**src/rtl/jh512_target_check_if.sv**
```systemverilog
// rtl/jh512_target_check_if.sv - issue/hash/target inputs and found-nonce handshake bundle
// Purpose: groups the hasher-side inputs and the work-controller handshake of jh512_target_check.
// Ports:   master - drives issue_valid/issue_nonce/hash/target/found_ready,
//                   observes found_valid/found_nonce/overflow/drop_count/hash_count
//          slave  - the checker; the mirror image of master
interface jh512_target_check_if #(
   parameter int NONCE_W = 32,
   parameter int CNT_W   = 32
);
   logic               issue_valid;
   logic [NONCE_W-1:0] issue_nonce;
   logic [511:0]       hash;
   logic [63:0]        target;
   logic               found_valid;
   logic               found_ready;
   logic [NONCE_W-1:0] found_nonce;
   logic               overflow;
   logic [7:0]         drop_count;
   logic [CNT_W-1:0]   hash_count;

   modport master (
      output issue_valid, issue_nonce, hash, target, found_ready,
      input  found_valid, found_nonce, overflow, drop_count, hash_count
   );

   modport slave (
      input  issue_valid, issue_nonce, hash, target, found_ready,
      output found_valid, found_nonce, overflow, drop_count, hash_count
   );
endinterface

```
**src/rtl/jh512_target_check.sv**
```systemverilog
// rtl/jh512_target_check.sv - JH-512 share-target checker with nonce realignment and hit FIFO
// Purpose: delays each issued nonce by PIPE_LATENCY cycles so it lines up with its hash,
//          compares hash[511:448] against the share target, and queues winning nonces.
// Ports:   clk   - clock, all logic on posedge
//          reset - synchronous active-high reset, wins over everything
//          flush - drops every nonce still inside the delay line (and this cycle's issue)
//          bus   - slave side of jh512_target_check_if: issue_valid/issue_nonce/hash/target in,
//                  found_valid/found_nonce/found_ready handshake, overflow, drop_count, hash_count
module jh512_target_check #(
   parameter int PIPE_LATENCY = 100,
   parameter int NONCE_W      = 32,
   parameter int FIFO_DEPTH   = 4,
   parameter int CNT_W        = 32
) (
   input logic                 clk,
   input logic                 reset,
   input logic                 flush,
   jh512_target_check_if.slave bus
);
   localparam int AW = $clog2(FIFO_DEPTH);

   // nonce delay line matching the hasher pipeline
   logic [PIPE_LATENCY-1:0] dl_valid;
   logic [NONCE_W-1:0]      dl_nonce [PIPE_LATENCY];

   logic               av;
   logic [NONCE_W-1:0] an;
   logic [63:0]        metric;
   logic               unused_hash_bits;

   assign av               = dl_valid[PIPE_LATENCY-1];
   assign an               = dl_nonce[PIPE_LATENCY-1];
   assign metric           = bus.hash[511:448];
   assign unused_hash_bits = ^bus.hash[447:0];

   // Only the valid bits need clearing; stale nonces behind a cleared valid are harmless.
   always_ff @(posedge clk) begin
      if (reset || flush) begin
         dl_valid <= '0;
      end else begin
         dl_valid <= {dl_valid[PIPE_LATENCY-2:0], bus.issue_valid};
      end
   end

   always_ff @(posedge clk) begin
      dl_nonce[0] <= bus.issue_nonce;
      for (int i = 1; i < PIPE_LATENCY; i++) begin
         dl_nonce[i] <= dl_nonce[i-1];
      end
   end

   // compare stage
   logic               c_hit;
   logic [NONCE_W-1:0] c_nonce;
   logic [CNT_W-1:0]   hash_cnt;

   always_ff @(posedge clk) begin
      if (reset) begin
         c_hit    <= 1'b0;
         c_nonce  <= '0;
         hash_cnt <= '0;
      end else begin
         c_hit    <= av && (metric <= bus.target);
         c_nonce  <= an;
         hash_cnt <= hash_cnt + CNT_W'(av);
      end
   end

   // winning-nonce FIFO; pointers carry one extra wrap bit to tell full from empty
   logic [AW:0]        wr_ptr, rd_ptr;
   logic [NONCE_W-1:0] mem [FIFO_DEPTH];
   logic [NONCE_W-1:0] last_q;
   logic               empty, full, pop, push, drop;
   logic               ovf_q;
   logic [7:0]         drop_q;

   assign empty = (wr_ptr == rd_ptr);
   assign full  = (wr_ptr[AW] != rd_ptr[AW]) && (wr_ptr[AW-1:0] == rd_ptr[AW-1:0]);
   assign pop   = !empty && bus.found_ready;
   // a pop in the same cycle frees the slot the push needs
   assign push  = c_hit && (!full || pop);
   assign drop  = c_hit && full && !pop;

   always_ff @(posedge clk) begin
      if (reset) begin
         wr_ptr <= '0;
         rd_ptr <= '0;
         last_q <= '0;
         ovf_q  <= 1'b0;
         drop_q <= '0;
      end else begin
         if (push) begin
            wr_ptr <= wr_ptr + 1'b1;
         end
         if (pop) begin
            rd_ptr <= rd_ptr + 1'b1;
            last_q <= mem[rd_ptr[AW-1:0]];
         end
         if (drop) begin
            ovf_q <= 1'b1;
            if (drop_q != 8'hFF) begin
               drop_q <= drop_q + 8'd1;
            end
         end
      end
   end

   always_ff @(posedge clk) begin
      if (push) begin
         mem[wr_ptr[AW-1:0]] <= c_nonce;
      end
   end

   assign bus.found_valid = !empty;
   // when empty, keep presenting the most recently consumed nonce
   assign bus.found_nonce = empty ? last_q : mem[rd_ptr[AW-1:0]];
   assign bus.overflow    = ovf_q;
   assign bus.drop_count  = drop_q;
   assign bus.hash_count  = hash_cnt;
endmodule

```
**src/flat_wrapper.sv**
```systemverilog
// flat-port wrapper written by rule: the top's interface ports become plain ports
module jh512_target_check_flat 
#(
   parameter int PIPE_LATENCY = 100,
   parameter int NONCE_W      = 32,
   parameter int FIFO_DEPTH   = 4,
   parameter int CNT_W        = 32
)
  (clk, reset, flush, bus_issue_valid, bus_issue_nonce, bus_hash, bus_target, bus_found_ready, bus_found_valid, bus_found_nonce, bus_overflow, bus_drop_count, bus_hash_count);
  jh512_target_check_if #(.NONCE_W(NONCE_W), .CNT_W(CNT_W)) bus_i ();
  input logic clk;
  input logic reset;
  input logic flush;
  input wire logic [$bits(bus_i.issue_valid)-1:0] bus_issue_valid;
  input wire logic [$bits(bus_i.issue_nonce)-1:0] bus_issue_nonce;
  input wire logic [$bits(bus_i.hash)-1:0] bus_hash;
  input wire logic [$bits(bus_i.target)-1:0] bus_target;
  input wire logic [$bits(bus_i.found_ready)-1:0] bus_found_ready;
  output wire logic [$bits(bus_i.found_valid)-1:0] bus_found_valid;
  output wire logic [$bits(bus_i.found_nonce)-1:0] bus_found_nonce;
  output wire logic [$bits(bus_i.overflow)-1:0] bus_overflow;
  output wire logic [$bits(bus_i.drop_count)-1:0] bus_drop_count;
  output wire logic [$bits(bus_i.hash_count)-1:0] bus_hash_count;
  assign bus_i.issue_valid = bus_issue_valid;
  assign bus_i.issue_nonce = bus_issue_nonce;
  assign bus_i.hash = bus_hash;
  assign bus_i.target = bus_target;
  assign bus_i.found_ready = bus_found_ready;
  assign bus_found_valid = bus_i.found_valid;
  assign bus_found_nonce = bus_i.found_nonce;
  assign bus_overflow = bus_i.overflow;
  assign bus_drop_count = bus_i.drop_count;
  assign bus_hash_count = bus_i.hash_count;
  jh512_target_check #(.PIPE_LATENCY(PIPE_LATENCY), .NONCE_W(NONCE_W), .FIFO_DEPTH(FIFO_DEPTH), .CNT_W(CNT_W)) u_core (.clk(clk), .reset(reset), .flush(flush), .bus(bus_i));
endmodule
```
**config.mk**
```make
export PLATFORM = sky130hd
export DESIGN_NAME = jh512_target_check_flat
export DESIGN_NICKNAME = d
export VERILOG_FILES = /design/src/rtl/jh512_target_check_if.sv /design/src/rtl/jh512_target_check.sv /design/src/flat_wrapper.sv
export SDC_FILE = /design/constraint.sdc
export NUM_CORES = 2
export LEC_CHECK = 0
export CAP_MARGIN = 10
export CORE_AREA = 8 8 321 634
export CTS_BUF_LIST = sky130_fd_sc_hd__clkbuf_8
export DETAILED_ROUTE_END_ITERATION = 12
export DIE_AREA = 0 0 329 642
export HOLD_SLACK_MARGIN = 0.15
export SLEW_MARGIN = 15
export SYNTH_ARGS = -nofsm -noshare
export SYNTH_HDL_FRONTEND = slang
export SYNTH_SLANG_ARGS = --single-unit
```
**constraint.sdc**
```tcl
create_clock -name clk -period 2.9 [get_ports clk]
set_input_delay 0.58 -clock clk [delete_from_list [all_inputs] [get_ports clk]]
set_output_delay 0.58 -clock clk [all_outputs]
set_load 0.005 [all_outputs]
```
Word-level counts from Yosys, hierarchy flattened
Memory sizes are Yosys's and may differ from the RTL's. A register that Yosys moved wholly into a read port is not among the register bits.
Cells that the tools add are included.
- flip-flop bits (word level): 180
- memory bits (writable): 3328
- memories: 2
- input bits: 613
- output and inout port bits: 74
- muxes and demuxes: 5
- add/sub/neg operators: 4
- $lt $le $gt $ge: 1
- reductions and logical operators: 12
- eq/ne operators: 4
- memory list (name ; depth ; width ; rd ports ; clocked after memory_dff ; wr ports ; line ; text):
    u_core.dl_nonce ; 100 ; 32 ; 100 ; 1 ; 100 ; jh512_target_check.sv:24 ; logic [NONCE_W-1:0] dl_nonce [PIPE_LATENCY];
    u_core.mem ; 4 ; 32 ; 1 ; 1 ; 1 ; jh512_target_check.sv:71 ; logic [NONCE_W-1:0] mem [FIFO_DEPTH];
- operators by type and width (kind ; number):
    64-bit <= comparator ; 1
    32-bit by 1-bit adder with 32-bit output ; 1
    32-bit two-way mux ; 1
    8-bit by 1-bit adder with 8-bit output (second input constant) ; 1
    8-bit != test (second input constant) ; 1
    3-bit by 1-bit adder with 3-bit output (second input constant) ; 2
    1-bit logical AND ; 6
    2-bit two-way mux ; 2
    3-bit == test ; 1
    1-bit zero test ; 3
    2-bit == test ; 1
    1-bit logical OR ; 2
    1-bit two-way mux ; 2
    2-bit AND reduction ; 1
    1-bit != test ; 1

Logic depth before layout (Yosys ltp)
- depth after elaboration: 7
- gate-level depth with buffers: 8
- mapped depth without buffers: 8

Worst setup path after synthesis
Ideal clock, no wire load.
- path type: in2reg
- start point: input port bus_found_ready
- end point: memory u_core.mem[3][0] (enable)
- required time: 2.476 ns
- library setup time: 0.424 ns
- cell stages on the path: 4
- data arrival time: 2.496 ns
- setup slack: -0.020 ns
- path buffers: 1
- cells stage by stage: and4b_1 > nand2b_1 > clkbuf_1 > nor2_1
- word-level cells in the longest chain between the ends: 5
- ends and longest elaborated chain (item ; line ; text):
    start, declared ; flat_wrapper.sv:18 ; input wire logic [$bits(bus_i.found_ready)-1:0] bus_found_ready;
    1-bit logical AND ; jh512_target_check.sv:79 ; assign pop = !empty && bus.found_ready;
    1-bit logical OR ; jh512_target_check.sv:81 ; assign push = c_hit && (!full || pop);
    1-bit logical AND ; jh512_target_check.sv:81 ;
    1-bit two-way mux ; jh512_target_check.sv:109 ; if (push) begin
    1-bit two-way mux (implied by the code) ; jh512_target_check.sv:110 ; mem[wr_ptr[AW-1:0]] <= c_nonce;
    end, declared ; jh512_target_check.sv:71 ;
Every way passes these cells.

==> run metrics <==
Die Area=211000 sq um; dpl cells=between 7k and 8k; Cell Rows=230; biggest area consumer among synthesized cells=dfxtp_1; RSZ-0062 raised after global routing=yes; clock share of power=around two fifths; WP data arrival=approximately 2.6 ns; Avg Inst Size Synth=18.0 sq um; Period Utilization, post-route=109%; Initial Util=about two fifths; global route total overflow=0; CP max FO=5; wirelength, routed=between 90000 and 100000 microns; Slew Viols, Final=0; Area contributors post-synth=dfxtp_1 88%, edfxtp_1 5.0%, ha_1 1.2%; ys async rst share=0%; sequential share of the synthesized area=between 90% and 100%; largest net degree at the start of global routing=101; layout cells sized above 1=around 16%; CP Launch Type=flip-flop; R2R Path End=u_core.last_q[17]$_SDFFE_PP0P_; Comb pwr share=less than 1%; post-synthesis cell type count=47; Buffers on Ports=approximately 240; Worst-Skew Late Latency=between 0.9 and 1 ns; DP Wirelength=~48000 microns; Die Width=about 330 microns; Clock Skew=0.113 ns; post-route setup slack=-0.272 ns; Worst-path clk slew=around 0.070 ns; type of the worst setup path=reg -> out; fin nets=around 5.7k; FMAX=315 MHz; DR pass1 iterations=7; Slew @ Worst Pin=between 0.6 and 0.7 ns; routed vias=roughly 31k; worst vdd ir=approximately 0.00064 V; Final min period=~3.2 ns; Netlist Area Pre-Place=between 70000 and 80000 sq um; PwrDens=between 900 and 1000 nW/um^2; Synth-to-Final Area Change=20.4%; Pint=between 60 and 70 mW; CTS tree=done; WP data required=2.32 ns; Root Buffer=clkbuf_8; H-tree depth=5; max_cap viols=0; sequential group share of total power=approximately three fifths; Yosys reg bits=3542; initial antenna violation count=6; clk buf depth=4; first-pass GRT wire length=around 160000 microns; cts bufs inserted=around 440; Switching Share=19.7%; Most used DFF post-synth=dfxtp_1; die height=around 640 microns; final antenna-violating net count=0; number of global-route vias before repair=between 30k and 40k; fin cells=~7.9k; Detailed Route Iter0 Violations=roughly 1k; status=finished, violations left; Worst setup endpoint=bus_found_nonce[17]; final setup vio count=32; Hold Path Class=reg -> reg; clock sinks=3542; Sw Pwr=16.9 mW; Fin. Hold Viols=0; Yosys warning count=0; Worst R2R Path Depth=8; FF-to-FF setup slack=0.66 ns; routability cong.=a little under 0.8; worst rel slew slack=53.3%; failing checks=setup timing; number of synthesized flops with an enable pin=around 130; vias per inst=just under 4; WL/cell=about 12 microns; syn_nets=4978; post-layout util=between 40% and 50%; IO Count=between 600 and 700; worst r2r src=u_core.rd_ptr[2]$_SDFFE_PP0P_; Gate Count Post-Synth=roughly 4.3k; Residual DRC=0; leakage power=38.5 nW; top cell type's share of synthesized area=88.3%; Critical Path Sink Type=primary output; Global Route Usage Sum=a little under 9%; core box area=a little under 200000 sq um
how the worst min path moves through the flow:
stage	slack (ns)	endpoint	cells past startpoint	start
2_1_floorplan	0.31	u_core.dl_nonce[10][0]$_DFF_P_	0	u_core.dl_nonce[9][0]$_DFF_P_
3_3_place_gp	0.31	u_core.dl_nonce[95][13]$_DFF_P_	0	u_core.dl_nonce[94][13]$_DFF_P_
3_5_place_dp	0.31	u_core.dl_nonce[1][10]$_DFF_P_	0	u_core.dl_nonce[0][10]$_DFF_P_
4_1_cts	0.21	u_core.dl_nonce[62][31]$_DFF_P_	0	u_core.dl_nonce[61][31]$_DFF_P_
5_1_grt	0.22	u_core.dl_nonce[62][31]$_DFF_P_	0	u_core.dl_nonce[61][31]$_DFF_P_
6_report	0.23	u_core.dl_nonce[62][31]$_DFF_P_	0	u_core.dl_nonce[61][31]$_DFF_P_
cells in the final DEF (no fill, tap or decap), types with 10 or more instances in the layout:
master,Yosys,final
nand4_1,20,20
edfxtp_1,128,128
xnor2_1,17,17
clkdlybuf4s50_1,0,204
clkinv_2,0,83
buf_6,0,46
and2_1,101,101
nor2_1,51,46
ha_1,72,72
xor2_1,16,16
mux4_2,32,32
inv_1,74,181
nand3_1,22,22
bufinv_16,0,14
clkinvlp_4,0,10
a21oi_1,66,66
buf_4,0,21
nor2b_1,36,36
nand2_1,93,93
clkbuf_8,0,554
dlygate4sd3_1,0,34
or3_1,11,11
dfxtp_1,3414,3408
o21ai_0,13,13
mux2_4,0,32
state kept, by name, summed over array words and instances, names as in the netlist, named ones only:
name	count
u_core.last_q	32
u_core.dl_valid	100
u_core.mem	128
u_core.bus.overflow	1
u_core.dl_nonce	3200
u_core.rd_ptr	3
u_core.bus.drop_count	8
u_core.bus.hash_count	32
u_core.c_hit	1
u_core.wr_ptr	3
u_core.c_nonce	32
routing by layer:
layer  wire length, microns  part of all wire [%]  vias to the layer above  global-route usage (%)
met3                   6200                   6.7                      244                    3.04
met2                  40400                    44                      724                    13.4
met4                   2920                   3.2                        2                    4.24
met1                  42800                    46                    14547                    10.9
met5                     13                 0.014                        -                       0
li1                       -                     -                    15172                       -
critical path, cell delays in order, from the launching register on:
cell	delay, ns
dfxtp_4	0.47
buf_16	0.16
buf_8	0.10
mux4_2	0.56
mux2_4	0.29
buf_6	0.12
power by group through the flow:
stage / Clock (mW) / Combinational, mW / Sequential (mW)
2_1_floorplan: 0 / 0.181 / 51.3
3_3_place_gp: 0 / 0.492 / 51.4
3_5_place_dp: 0 / 0.495 / 51.4
4_1_cts: 36.7 / 0.535 / 50.3
5_1_grt: 38.9 / 0.584 / 50.4
6_report: 35.0 / 0.523 / 50.3
area by class of cell:
| class | instances | area, sq um |
|---|---|---|
| Inverter | 74 | 278 |
| Antenna cell | 6 | 15.0 |
| Clock buffer | 554 | 7620 |
| Timing Repair Buffer | 324 | 3450 |
| Sequential cell | 3542 | 72200 |
| Clock inverter | 233 | 1520 |
| Multi-Input combinational cell | 637 | 4950 |
| Fill cell | 16420 | 102000 |
| Tap cell | 2552 | 3190 |
synth_stat cells, types with 2 or more instances:
cell and number:
a2111oi_0 2, xor2_1 16, and4_1 2, nand3b_1 2, clkbuf_1 36, and4_2 2, o211ai_1 2, a21o_2 2
nor2b_1 36, nand3_1 22, o31ai_1 3, and3_1 5, or4_1 2, or2_2 2, dfxtp_1 3414, buf_2 3
nor3_1 4, a211oi_1 2, a21o_1 8, nor2_1 51, a21oi_1 66, nand2_1 93, o21ai_0 13, ha_1 72
and2_1 101, edfxtp_1 128, a221oi_1 2, nand4_1 20, or3_1 11, nand4_2 2, mux2i_1 2, xnor2_1 17
mux4_2 32, inv_1 74, mux2_2 32
repair_timing:
item	CTS	global route
endpoints found under the setup margin	33	33
hold buffers	34	0
gates cloned	5	0
resized for setup	236	7
hold endpoints to repair	34	0
buffers inserted	19	4
per-stage QoR:
step / hold WS, ns / cell area (sq um) / total power, mW / setup TNS (ns) / setup WS (ns)
global placement: 0.310 / 83100 / 51.9 / -0.366 / -0.366
finish: 0.226 / 93200 / 85.8 / -6.94 / -0.272
detailed placement: 0.312 / 83100 / 51.9 / -0.361 / -0.361
floorplan: 0.310 / 77400 / 51.5 / 0 / 0.0272
global route: 0.216 / 93200 / 89.9 / -11.66 / -0.408
CTS: 0.208 / 93200 / 87.6 / -12.36 / -0.453
kinds of logic after synthesis:
logic type	share of synthesized area, %
DFF	93.2
and+or+nand+nor	2.51
buffers and inverters	0.557
AOI/OAI and AO/OA	0.755
adders and majority gates	1.16
muxes	1.42
xor gates and xnor gates	0.373
(Power assumes the default switching activity.)
